===== src/rtl/wave_pkg.sv =====
// Shared types and constants for the wave_gen_nco sample source.
// Waveform selector, duty resolution and the peak-position helper.
package wave_pkg;

    typedef enum logic [1:0] {
        SAW    = 2'd0,
        TRI    = 2'd1,
        SQUARE = 2'd2,
        RSVD   = 2'd3
    } wave_mode_e;

    localparam int unsigned DUTY_STEPS = 10;

    // Phase count at which the waveform switches segment, floor(N*sel/10).
    function automatic int unsigned calc_peak(input int unsigned sel, input int unsigned phase_w);
        return ((32'd1 << phase_w) * sel) / DUTY_STEPS;
    endfunction

endpackage


===== src/rtl/wave_ramp_scale.sv =====
// Second pipeline stage of wave_gen_nco: registered num*MAX_VAL/den scaling
// with constant-level overrides and optional output inversion.
module wave_ramp_scale
    import wave_pkg::*;
#(
    parameter int                PHASE_W = 10,
    parameter int                DATA_W  = 24,
    parameter logic [DATA_W-1:0] MAX_VAL = 24'h1FFFFF
) (
    input  logic               clk,
    input  logic               rst_n,
    input  logic               en,
    input  logic [PHASE_W-1:0] num,
    input  logic [PHASE_W:0]   den,
    input  logic               zero,
    input  logic               full,
    input  logic               invert,
    output logic [DATA_W-1:0]  data
);

    localparam int PROD_W = PHASE_W + DATA_W;

    logic [PROD_W-1:0] prod;
    logic [DATA_W-1:0] quot;
    logic [DATA_W-1:0] val;
    logic [DATA_W-1:0] data_next;

    // Product is formed at full width so the floor divide never loses carries.
    assign prod = PROD_W'(num) * PROD_W'(MAX_VAL);
    assign quot = (den == '0) ? '0 : DATA_W'(prod / PROD_W'(den));

    always_comb begin
        val = quot;
        if (zero) begin
            val = '0;
        end else if (full) begin
            val = MAX_VAL;
        end
        data_next = invert ? (MAX_VAL - val) : val;
    end

    always_ff @(posedge clk or negedge rst_n) begin
        if (!rst_n) begin
            data <= '0;
        end else if (en) begin
            data <= data_next;
        end
    end

endmodule


===== src/rtl/wave_gen_nco.sv =====
// Free-running NCO sample source: phase accumulator, wrap-shadowed config and a
// two-stage shape pipeline. Optional WAVE_INVERT_EN adds the i_invert port.
module wave_gen_nco
    import wave_pkg::*;
#(
    parameter int                PHASE_W = 10,
    parameter int                DATA_W  = 24,
    parameter logic [DATA_W-1:0] MAX_VAL = 24'h1FFFFF
) (
    input  logic               i_clk,
    input  logic               i_rst_n,
    input  logic               i_en,
    input  logic [PHASE_W-1:0] i_step,
    input  logic               i_sync,
    input  logic [1:0]         i_mode,
    input  logic [3:0]         i_sel,
`ifdef WAVE_INVERT_EN
    input  logic               i_invert,
`endif
    output logic [DATA_W-1:0]  o_data,
    output logic               o_valid,
    output logic               o_wrap
);

    localparam logic [PHASE_W:0] FULL_SCALE = {1'b1, {PHASE_W{1'b0}}};

    logic [PHASE_W-1:0] phase_reg;
    logic               wrap_reg;
    logic [3:0]         sel_q;
    wave_mode_e         mode_q;
    logic               inv_q;
    logic               inv_in;

    logic [PHASE_W:0]   sum;
    logic               carry;
    logic               load_cfg;
    logic               adv;
    logic [3:0]         sel_clamped;

`ifdef WAVE_INVERT_EN
    assign inv_in = i_invert;
`else
    assign inv_in = 1'b0;
`endif

    assign sum         = {1'b0, phase_reg} + {1'b0, i_step};
    assign carry       = sum[PHASE_W];
    assign adv         = i_en | i_sync;
    assign load_cfg    = i_sync | (i_en & carry);
    assign sel_clamped = (i_sel > 4'(DUTY_STEPS)) ? 4'(DUTY_STEPS) : i_sel;

    // wrap_reg marks that phase_reg currently holds the first phase of a period.
    always_ff @(posedge i_clk or negedge i_rst_n) begin
        if (!i_rst_n) begin
            phase_reg <= '0;
            wrap_reg  <= 1'b0;
        end else if (i_sync) begin
            phase_reg <= '0;
            wrap_reg  <= 1'b1;
        end else if (i_en) begin
            phase_reg <= sum[PHASE_W-1:0];
            wrap_reg  <= carry;
        end
    end

    always_ff @(posedge i_clk or negedge i_rst_n) begin
        if (!i_rst_n) begin
            sel_q  <= '0;
            mode_q <= SAW;
            inv_q  <= 1'b0;
        end else if (load_cfg) begin
            sel_q  <= sel_clamped;
            mode_q <= wave_mode_e'(i_mode);
            inv_q  <= inv_in;
        end
    end

    // Peak positions for every legal duty setting, resolved at elaboration.
    logic [PHASE_W:0] peak_lut [0:DUTY_STEPS];

    generate
        for (genvar gi = 0; gi <= DUTY_STEPS; gi++) begin : g_peak
            localparam int unsigned PEAK_VAL = calc_peak(gi, PHASE_W);
            assign peak_lut[gi] = (PHASE_W+1)'(PEAK_VAL);
        end
    endgenerate

    logic [PHASE_W:0]   peak;
    logic               rising;
    logic [PHASE_W-1:0] num_next;
    logic [PHASE_W:0]   den_next;
    logic               zero_next;
    logic               full_next;

    assign peak   = peak_lut[sel_q];
    assign rising = {1'b0, phase_reg} < peak;

    always_comb begin
        num_next  = phase_reg;
        den_next  = peak;
        zero_next = 1'b0;
        full_next = 1'b0;
        if (sel_q == '0) begin
            zero_next = 1'b1;
        end else begin
            case (mode_q)
                SAW: begin
                    zero_next = ~rising;
                end
                TRI: begin
                    if (!rising) begin
                        num_next = ~phase_reg;
                        den_next = FULL_SCALE - peak;
                    end
                end
                SQUARE: begin
                    full_next = rising;
                    zero_next = ~rising;
                end
                default: begin
                    zero_next = 1'b1;
                end
            endcase
        end
    end

    logic [PHASE_W-1:0] num_reg;
    logic [PHASE_W:0]   den_reg;
    logic               zero_reg;
    logic               full_reg;
    logic               inv_reg;
    logic               valid1_reg;
    logic               wrap1_reg;

    always_ff @(posedge i_clk or negedge i_rst_n) begin
        if (!i_rst_n) begin
            num_reg    <= '0;
            den_reg    <= '0;
            zero_reg   <= 1'b0;
            full_reg   <= 1'b0;
            inv_reg    <= 1'b0;
            valid1_reg <= 1'b0;
            wrap1_reg  <= 1'b0;
        end else begin
            valid1_reg <= adv;
            wrap1_reg  <= adv & wrap_reg;
            if (adv) begin
                num_reg  <= num_next;
                den_reg  <= den_next;
                zero_reg <= zero_next;
                full_reg <= full_next;
                inv_reg  <= inv_q;
            end
        end
    end

    wave_ramp_scale #(
        .PHASE_W (PHASE_W),
        .DATA_W  (DATA_W),
        .MAX_VAL (MAX_VAL)
    ) u_scale (
        .clk    (i_clk),
        .rst_n  (i_rst_n),
        .en     (valid1_reg),
        .num    (num_reg),
        .den    (den_reg),
        .zero   (zero_reg),
        .full   (full_reg),
        .invert (inv_reg),
        .data   (o_data)
    );

    always_ff @(posedge i_clk or negedge i_rst_n) begin
        if (!i_rst_n) begin
            o_valid <= 1'b0;
            o_wrap  <= 1'b0;
        end else begin
            o_valid <= valid1_reg;
            o_wrap  <= wrap1_reg;
        end
    end

endmodule


===== config.mk =====
export PLATFORM = sky130hd
export DESIGN_NAME = wave_gen_nco
export DESIGN_NICKNAME = d
export VERILOG_FILES = /design/src/rtl/wave_pkg.sv /design/src/rtl/wave_ramp_scale.sv /design/src/rtl/wave_gen_nco.sv
export SDC_FILE = /design/constraint.sdc
export NUM_CORES = 1
export LEC_CHECK = 0
export ABC_AREA = 1
export CAP_MARGIN = 20
export CORE_ASPECT_RATIO = 1.2
export CORE_MARGIN = 2
export CORE_UTILIZATION = 55
export DETAILED_ROUTE_END_ITERATION = 12
export GPL_ROUTABILITY_DRIVEN = 0
export PLACE_DENSITY = 0.8
export SLEW_MARGIN = 15
export SYNTH_ARGS = -nofsm -noshare
export SYNTH_HDL_FRONTEND = slang
export SYNTH_SLANG_ARGS = --single-unit

===== constraint.sdc =====
create_clock -name i_clk -period 79.9 [get_ports i_clk]
set_clock_uncertainty 0.05 [all_clocks]
set_input_delay 11.985 -clock i_clk [delete_from_list [all_inputs] [get_ports i_clk]]
set_output_delay 11.985 -clock i_clk [all_outputs]
set_load 0.01 [all_outputs]

==> results_dict.tcl, run 1 <==
set metrics [dict create \
    clockRootBuffer "clkbuf_16" \
    wl_per_cell_um 14.73 \
    cts_tree "done" \
    syn_area_um2 33240 \
    synth_edf_count 0 \
    synth_mux_area_share_pct 0.09034 \
    cp-start-kind "register" \
    synth-seq-area-share_pct 5.044 \
    grt_max_degree 68 \
    cts.sinks 67 \
    synth_xor_area_share_pct 7.615 \
    via_per_inst 5.588 \
    hold_path.class "register to register" \
    start_util_pct 55.66 \
    largest_reg_flops 24 \
    status "finished, final reports clean" \
    grtUsageMet2_pct 53.92 \
    htree_levels 3 \
    synthSimpleGateAreaFrac_pct 41.57 \
    worst_pin_slew_ns 1.086 \
    drv_cap 0 \
    grt_pass1_vias 33377 \
    die_area_um2 62420 \
    crit_fanout 28 \
    synthCells 5631 \
    synth_top_family_by_area "simple AND/OR/NAND/NOR gates" \
    worstRegToRegCells 497 \
    grt_use_met1_pct 34.26 \
    numPlacedInstances 6408 \
    core_area_um2 59710 \
    cp_slowest_cell "fa_2" \
    track_usage_pct 29.03 \
    fmax_ghz 0.01382 \
    vias 36641 \
    slew_viol_final 0 \
    clk_latency_ns 0.36 \
    post-route-drc-count 0 \
    synth_flop_cell "dfrtp_1" \
    io_buffers 45 \
    synth-compound-area-share_pct 15.08 \
    hp-start "wrap1_reg" \
    top_usage_layer "met2" \
    path_clk_slew_ns 0.08 \
    crit_family "simple AND/OR/NAND/NOR gates" \
    antenna_found_initial 1 \
    ys_ff_latch 67 \
    num-nets-final 6222 \
    dr.first_iter.drc_count 2532 \
    end_kind "register" \
    fillCellCount 5781 \
    hold_buffers 0 \
    synth_cell_types 79 \
    crit_type "register to register" \
    synthAdderAreaFrac_pct 17.91 \
    synth.avg_cell_area_um2 5.903 \
    slew_headroom_pct 27.43 \
    synth-async-reset-ratio_pct 100.0 \
    area_growth_pct 7.766 \
    n_antenna_cell 0 \
    yosysWarningCount 0 \
    overflow 0 \
    hold_viol_final 0 \
    grt_pass1_wl_um 154400 \
    use_met3_pct 2.427 \
    reg2reg_from "num_reg[8]" \
    cp_common_cell "nand2_1" \
    worst-path-buf-inv 83 \
    dieHeight_um 273.3 \
    tns_ns 0 \
    hold-path-endpoint "o_wrap" \
    numCtsBuffers 9 \
    seq_area_um2 1677 \
    rows 98 \
    ant_nets 0 \
    cp_data_arrival_time_ns 72.57 \
    die_w_um 228.4 \
    post-dp-hpwl_um 75800 \
    drive_above_1_share_pct 11.99 \
    min_path_cells 0 \
    reg2reg_to "u_scale.data[0]" \
    fin_util_pct 59.98 \
    io_pins 46 \
    post-place-ws_ns -1.271 \
    fin_crit_sh_pct 90.59 \
    rrSetupSlack_ns 7.52 \
    setup_slack_ns 7.518 \
    multiInputGateArea_um2 27700 \
    dr.pass1.iters 7 \
    fin_cells 6557 \
    setup_violations 0 \
    critPathMaxStageDelay_ns 0.63 \
    clockBufferDepth 2 \
    top_register "u_scale.data" \
    critPathRequiredTime_ns 80.09 \
    finalCriticalPeriod_ns 72.38 \
    routed_wl_um 96590 \
]
## routing by layer
metal	vias up	part of all wire, %
met5	-	0
met2	1165	49
met4	0	4.3
li1	18690	-
met1	16477	41
met3	309	5.3
## cell families (layout without fill, tap and decap cells)
family	Yosys count	count (layout)
buffers and inverters	1050	1158
AND/OR/NAND/NOR	2888	2903
XOR/XNOR	289	289
flip-flops	67	67
multiplexers	3	3
AO/OA/AOI/OAI	883	884
adder cells (fa/ha/maj)	450	450
other	1	3
## per-stage QoR
| stage | hold slack [ns] | area, um^2 |
|---|---|---|
| after detailed placement | 0.2878 | 34260 |
| final | 0.3007 | 35820 |
| after global placement | 0.2828 | 34260 |
| after CTS | 0.3019 | 34610 |
| after floorplan | 0.2812 | 33250 |
| after global routing | 0.3036 | 35820 |
## repair_timing
item                                    in CTS  in global routing
buffers inserted                             0                110
pin swaps                                    1                 17
endpoints found under the setup margin       1                  4
gates cloned                                 1                 22
gates resized for setup                      7                 73
## cell type report
| class | instances | share of cell area, % |
|---|---|---|
| multi-input combinational | 4532 | 77.32 |
| inverter | 964 | 10.37 |
| sequential | 67 | 4.681 |
| timing repair buffer | 171 | 3.891 |
| tap | 800 | 2.794 |
| clock buffer | 10 | 0.6672 |
| clock inverter | 6 | 0.1781 |
| timing repair inverter | 7 | 0.09781 |
## placed cells by master (no fill, tap or decap), types with 41 or more instances in the layout
cell | synthesis | layout
clkdlybuf4s50_1 | 0 | 44
xnor2_1 | 105 | 105
fa_1 | 43 | 42
nor3_1 | 55 | 53
inv_2 | 100 | 96
nand2_1 | 1428 | 1428
nand4_1 | 126 | 126
nor2_2 | 40 | 47
o21ai_0 | 335 | 317
xor2_1 | 184 | 184
nand2_2 | 80 | 80
ha_1 | 407 | 407
a21oi_1 | 272 | 261
o21ai_1 | 74 | 92
buf_4 | 13 | 127
nor2_1 | 456 | 450
nand3_1 | 414 | 413
nand3_2 | 83 | 89
inv_1 | 824 | 815
dfrtp_1 | 67 | 67
nor2_4 | 37 | 41
## worst max-delay path by stage
stage          startpoint         endpoint  slack, ns  cells after the start
6_report       num_reg[8]  u_scale.data[0]       7.52                    497
5_1_grt        num_reg[8]  u_scale.data[0]      -0.42                    499
3_3_place_gp   num_reg[7]  u_scale.data[0]       1.90                    489
3_5_place_dp   num_reg[7]  u_scale.data[0]      -1.27                    491
4_1_cts        num_reg[8]  u_scale.data[0]       0.04                    496
2_1_floorplan  num_reg[7]  u_scale.data[0]       6.20                    537
## cells in the mapped netlist, drive strengths merged (2+ instances only)
cell        n  area share (%)
a21boi      5            0.11
ha        407              15
xnor2     105             2.8
nand2    1545              19
o21a       10            0.23
o21bai     30            0.72
nand4     135             2.7
mux2i       3           0.090
and3        4           0.075
a31oi      15            0.30
o221ai     23            0.61
or2        35            0.66
o2111ai     6            0.16
a211oi      4           0.090
clkbuf     47            0.57
xor2      184             4.8
dfrtp      67             5.0
a21oi     277             4.2
and2       11            0.21
a21o       18            0.41
nand3b     36            0.84
o22ai      14            0.26
o31ai      15            0.34
or3         2           0.038
fa         43             2.6
nor4        9            0.17
clkinv     36            0.43
inv       927              11
o32ai       3           0.079
o41ai       4            0.11
o21ai     435             6.9
buf        39             1.1
a221oi      5            0.13
nor2      534             7.2
o211ai     18            0.42
nand3     513             9.6
nor3       61             1.0
Power of run 1 is not shown: default switching activity piles up to over one toggle a cycle in this logic, so the estimate is an artifact.
==> run 2: changes to the inputs <==
--- a/config.mk
+++ b/config.mk
@@ -8,11 +8,10 @@
 export ABC_AREA = 1
 export CAP_MARGIN = 20
 export CORE_ASPECT_RATIO = 1.2
-export CORE_MARGIN = 2
 export CORE_UTILIZATION = 55
 export DETAILED_ROUTE_END_ITERATION = 12
 export GPL_ROUTABILITY_DRIVEN = 0
-export PLACE_DENSITY = 0.8
+export PLACE_DENSITY_LB_ADDON = 0.15
 export SLEW_MARGIN = 15
 export SYNTH_ARGS = -nofsm -noshare
 export SYNTH_HDL_FRONTEND = slang
==> results_dict.tcl, run 2 (synthesis results as in run 1) <==
set metrics [dict create \
    drive_above_1_share_pct 11.72 \
    seq_area_um2 1678 \
    finalCriticalPeriod_ns 72.72 \
    cp-start-kind "register" \
    reg2reg_to "u_scale.data[0]" \
    fmax_ghz 0.01375 \
    slew_viol_final 0 \
    drv_cap 0 \
    min_path_cells 0 \
    ant_nets 0 \
    io_pins 46 \
    path_clk_slew_ns 0.06 \
    critPathMaxStageDelay_ns 0.65 \
    crit_family "simple AND/OR/NAND/NOR gates" \
    hold_viol_final 0 \
    vias 36388 \
    post-dp-hpwl_um 79240 \
    worst-path-buf-inv 91 \
    track_usage_pct 31.16 \
    num-nets-final 6205 \
    end_kind "register" \
    fin_crit_sh_pct 91.02 \
    hold_buffers 0 \
    slew_headroom_pct 35.55 \
    fillCellCount 6112 \
    placed_area_um2 34270 \
    dr.pass1.iters 6 \
    antenna_found_initial 0 \
    numCtsBuffers 9 \
    n_antenna_cell 0 \
    rows 98 \
    worst_pin_slew_ns 0.9668 \
    htree_levels 3 \
    clk_latency_ns 0.38 \
    layout_commonest_cell "nand2_1" \
    post-route-drc-count 0 \
    grt_max_degree 49 \
    cp_data_arrival_time_ns 72.93 \
    multiInputGateArea_um2 27640 \
    dr.first_iter.drc_count 2603 \
    dieHeight_um 271.3 \
    top_register "u_scale.data" \
    cp_common_cell "nand2_1" \
    core_area_um2 59710 \
    reg2reg_from "num_reg[7]" \
    stdcell_area_um2 35760 \
    cp_slowest_cell "fa_2" \
    io_buffers 45 \
    worstRegToRegCells 503 \
    grt_pass1_wl_um 157900 \
    clockBufferDepth 2 \
    hold_path.class "register to register" \
    fin_util_pct 59.89 \
    hp-start "wrap1_reg" \
    overflow 0 \
    mostFrequentLayoutCells "nand2_1 (1,428), inv_1 (810), nor2_1 (451)" \
    via_per_inst 5.564 \
    largest_reg_flops 24 \
    clockRootBuffer "clkbuf_16" \
    status "finished, final reports clean" \
    critPathRequiredTime_ns 80.10 \
    setup_violations 0 \
    wl_per_cell_um 15.39 \
    die_w_um 226.4 \
    routed_wl_um 100700 \
    crit_fanout 28 \
    rrSetupSlack_ns 7.18 \
    crit_type "register to register" \
    hold-path-endpoint "o_wrap" \
    start_util_pct 55.66 \
    grt_pass1_vias 32804 \
    cts.sinks 67 \
    die_area_um2 61420 \
    area_growth_pct 7.593 \
    cts_tree "done" \
]
run 2: changes by cell type in the layout (fill, tap and decap cells not counted), sizes merged, moves of 3 or more:
cell / change
clkinv: +3
clkinvlp: -4
inv: -3
buf: -10
bufinv: +3
nor2: -3
run 2: through the flow:
| step | std cells | worst slack (ns) | hold WS [ns] | setup TNS (ns) |
|---|---|---|---|---|
| 5_1_grt | 6540 | -0.2812 | 0.3332 | -0.2812 |
| 4_1_cts | 6426 | 0.1235 | 0.3252 | 0 |
| 2_1_floorplan | 5633 | 6.198 | 0.2812 | 0 |
| 6_report | 6540 | 7.176 | 0.3165 | 0 |
| 3_5_place_dp | 6409 | -1.188 | 0.3103 | -1.188 |
| 3_3_place_gp | 6409 | 1.565 | 0.2867 | 0 |
run 2: metal layers:
metal / vias to the layer above / wire (um) / global-route usage, %
met5: - / 0 / 0
met1: 16399 / 42230 / 37.41
li1: 18648 / - / -
met4: 0 / 4478 / 13.46
met2: 1054 / 49190 / 56.21
met3: 287 / 4764 / 2.435
run 2: area by class of cell:
class                      instances  share of cell area (%)
multi-input combinational       4527                   77.29
inverter                         964                   10.38
sequential                        67                   4.692
timing repair buffer             161                   3.723
tap                              800                   2.799
clock buffer                       9                  0.6298
clock inverter                     7                  0.4093
timing repair inverter             5                 0.07697
run 2: what timing repair did:
| item | CTS | global route |
|---|---|---|
| endpoints found under the hold margin | 0 | 0 |
| setup buffers | 0 | 99 |
| setup endpoints to repair | 1 | 4 |
| gates resized for setup | 6 | 68 |
| pin swaps | 1 | 19 |
| cloned | 1 | 15 |
run 2: worst max-delay path by stage:
stage | start | end | slack [ns] | cells past startpoint
6_report | num_reg[7] | u_scale.data[0] | 7.18 | 503
5_1_grt | num_reg[6] | u_scale.data[0] | -0.28 | 506
4_1_cts | num_reg[7] | u_scale.data[0] | 0.12 | 495
3_5_place_dp | num_reg[7] | u_scale.data[0] | -1.19 | 491
3_3_place_gp | num_reg[7] | u_scale.data[0] | 1.56 | 491
2_1_floorplan | num_reg[7] | u_scale.data[0] | 6.20 | 537
run 2: worst register-to-register path, delay by kind of cell (launching register included):
family                     cells  cell delay (ns)
AOI/OAI and AO/OA            137            23.08
adders and majority gates     37            13.11
buffers and inverters         91             9.36
DFF                            1             0.45
and+or+nand+nor              238            26.63
Power of run 2 is left out for the same reason.
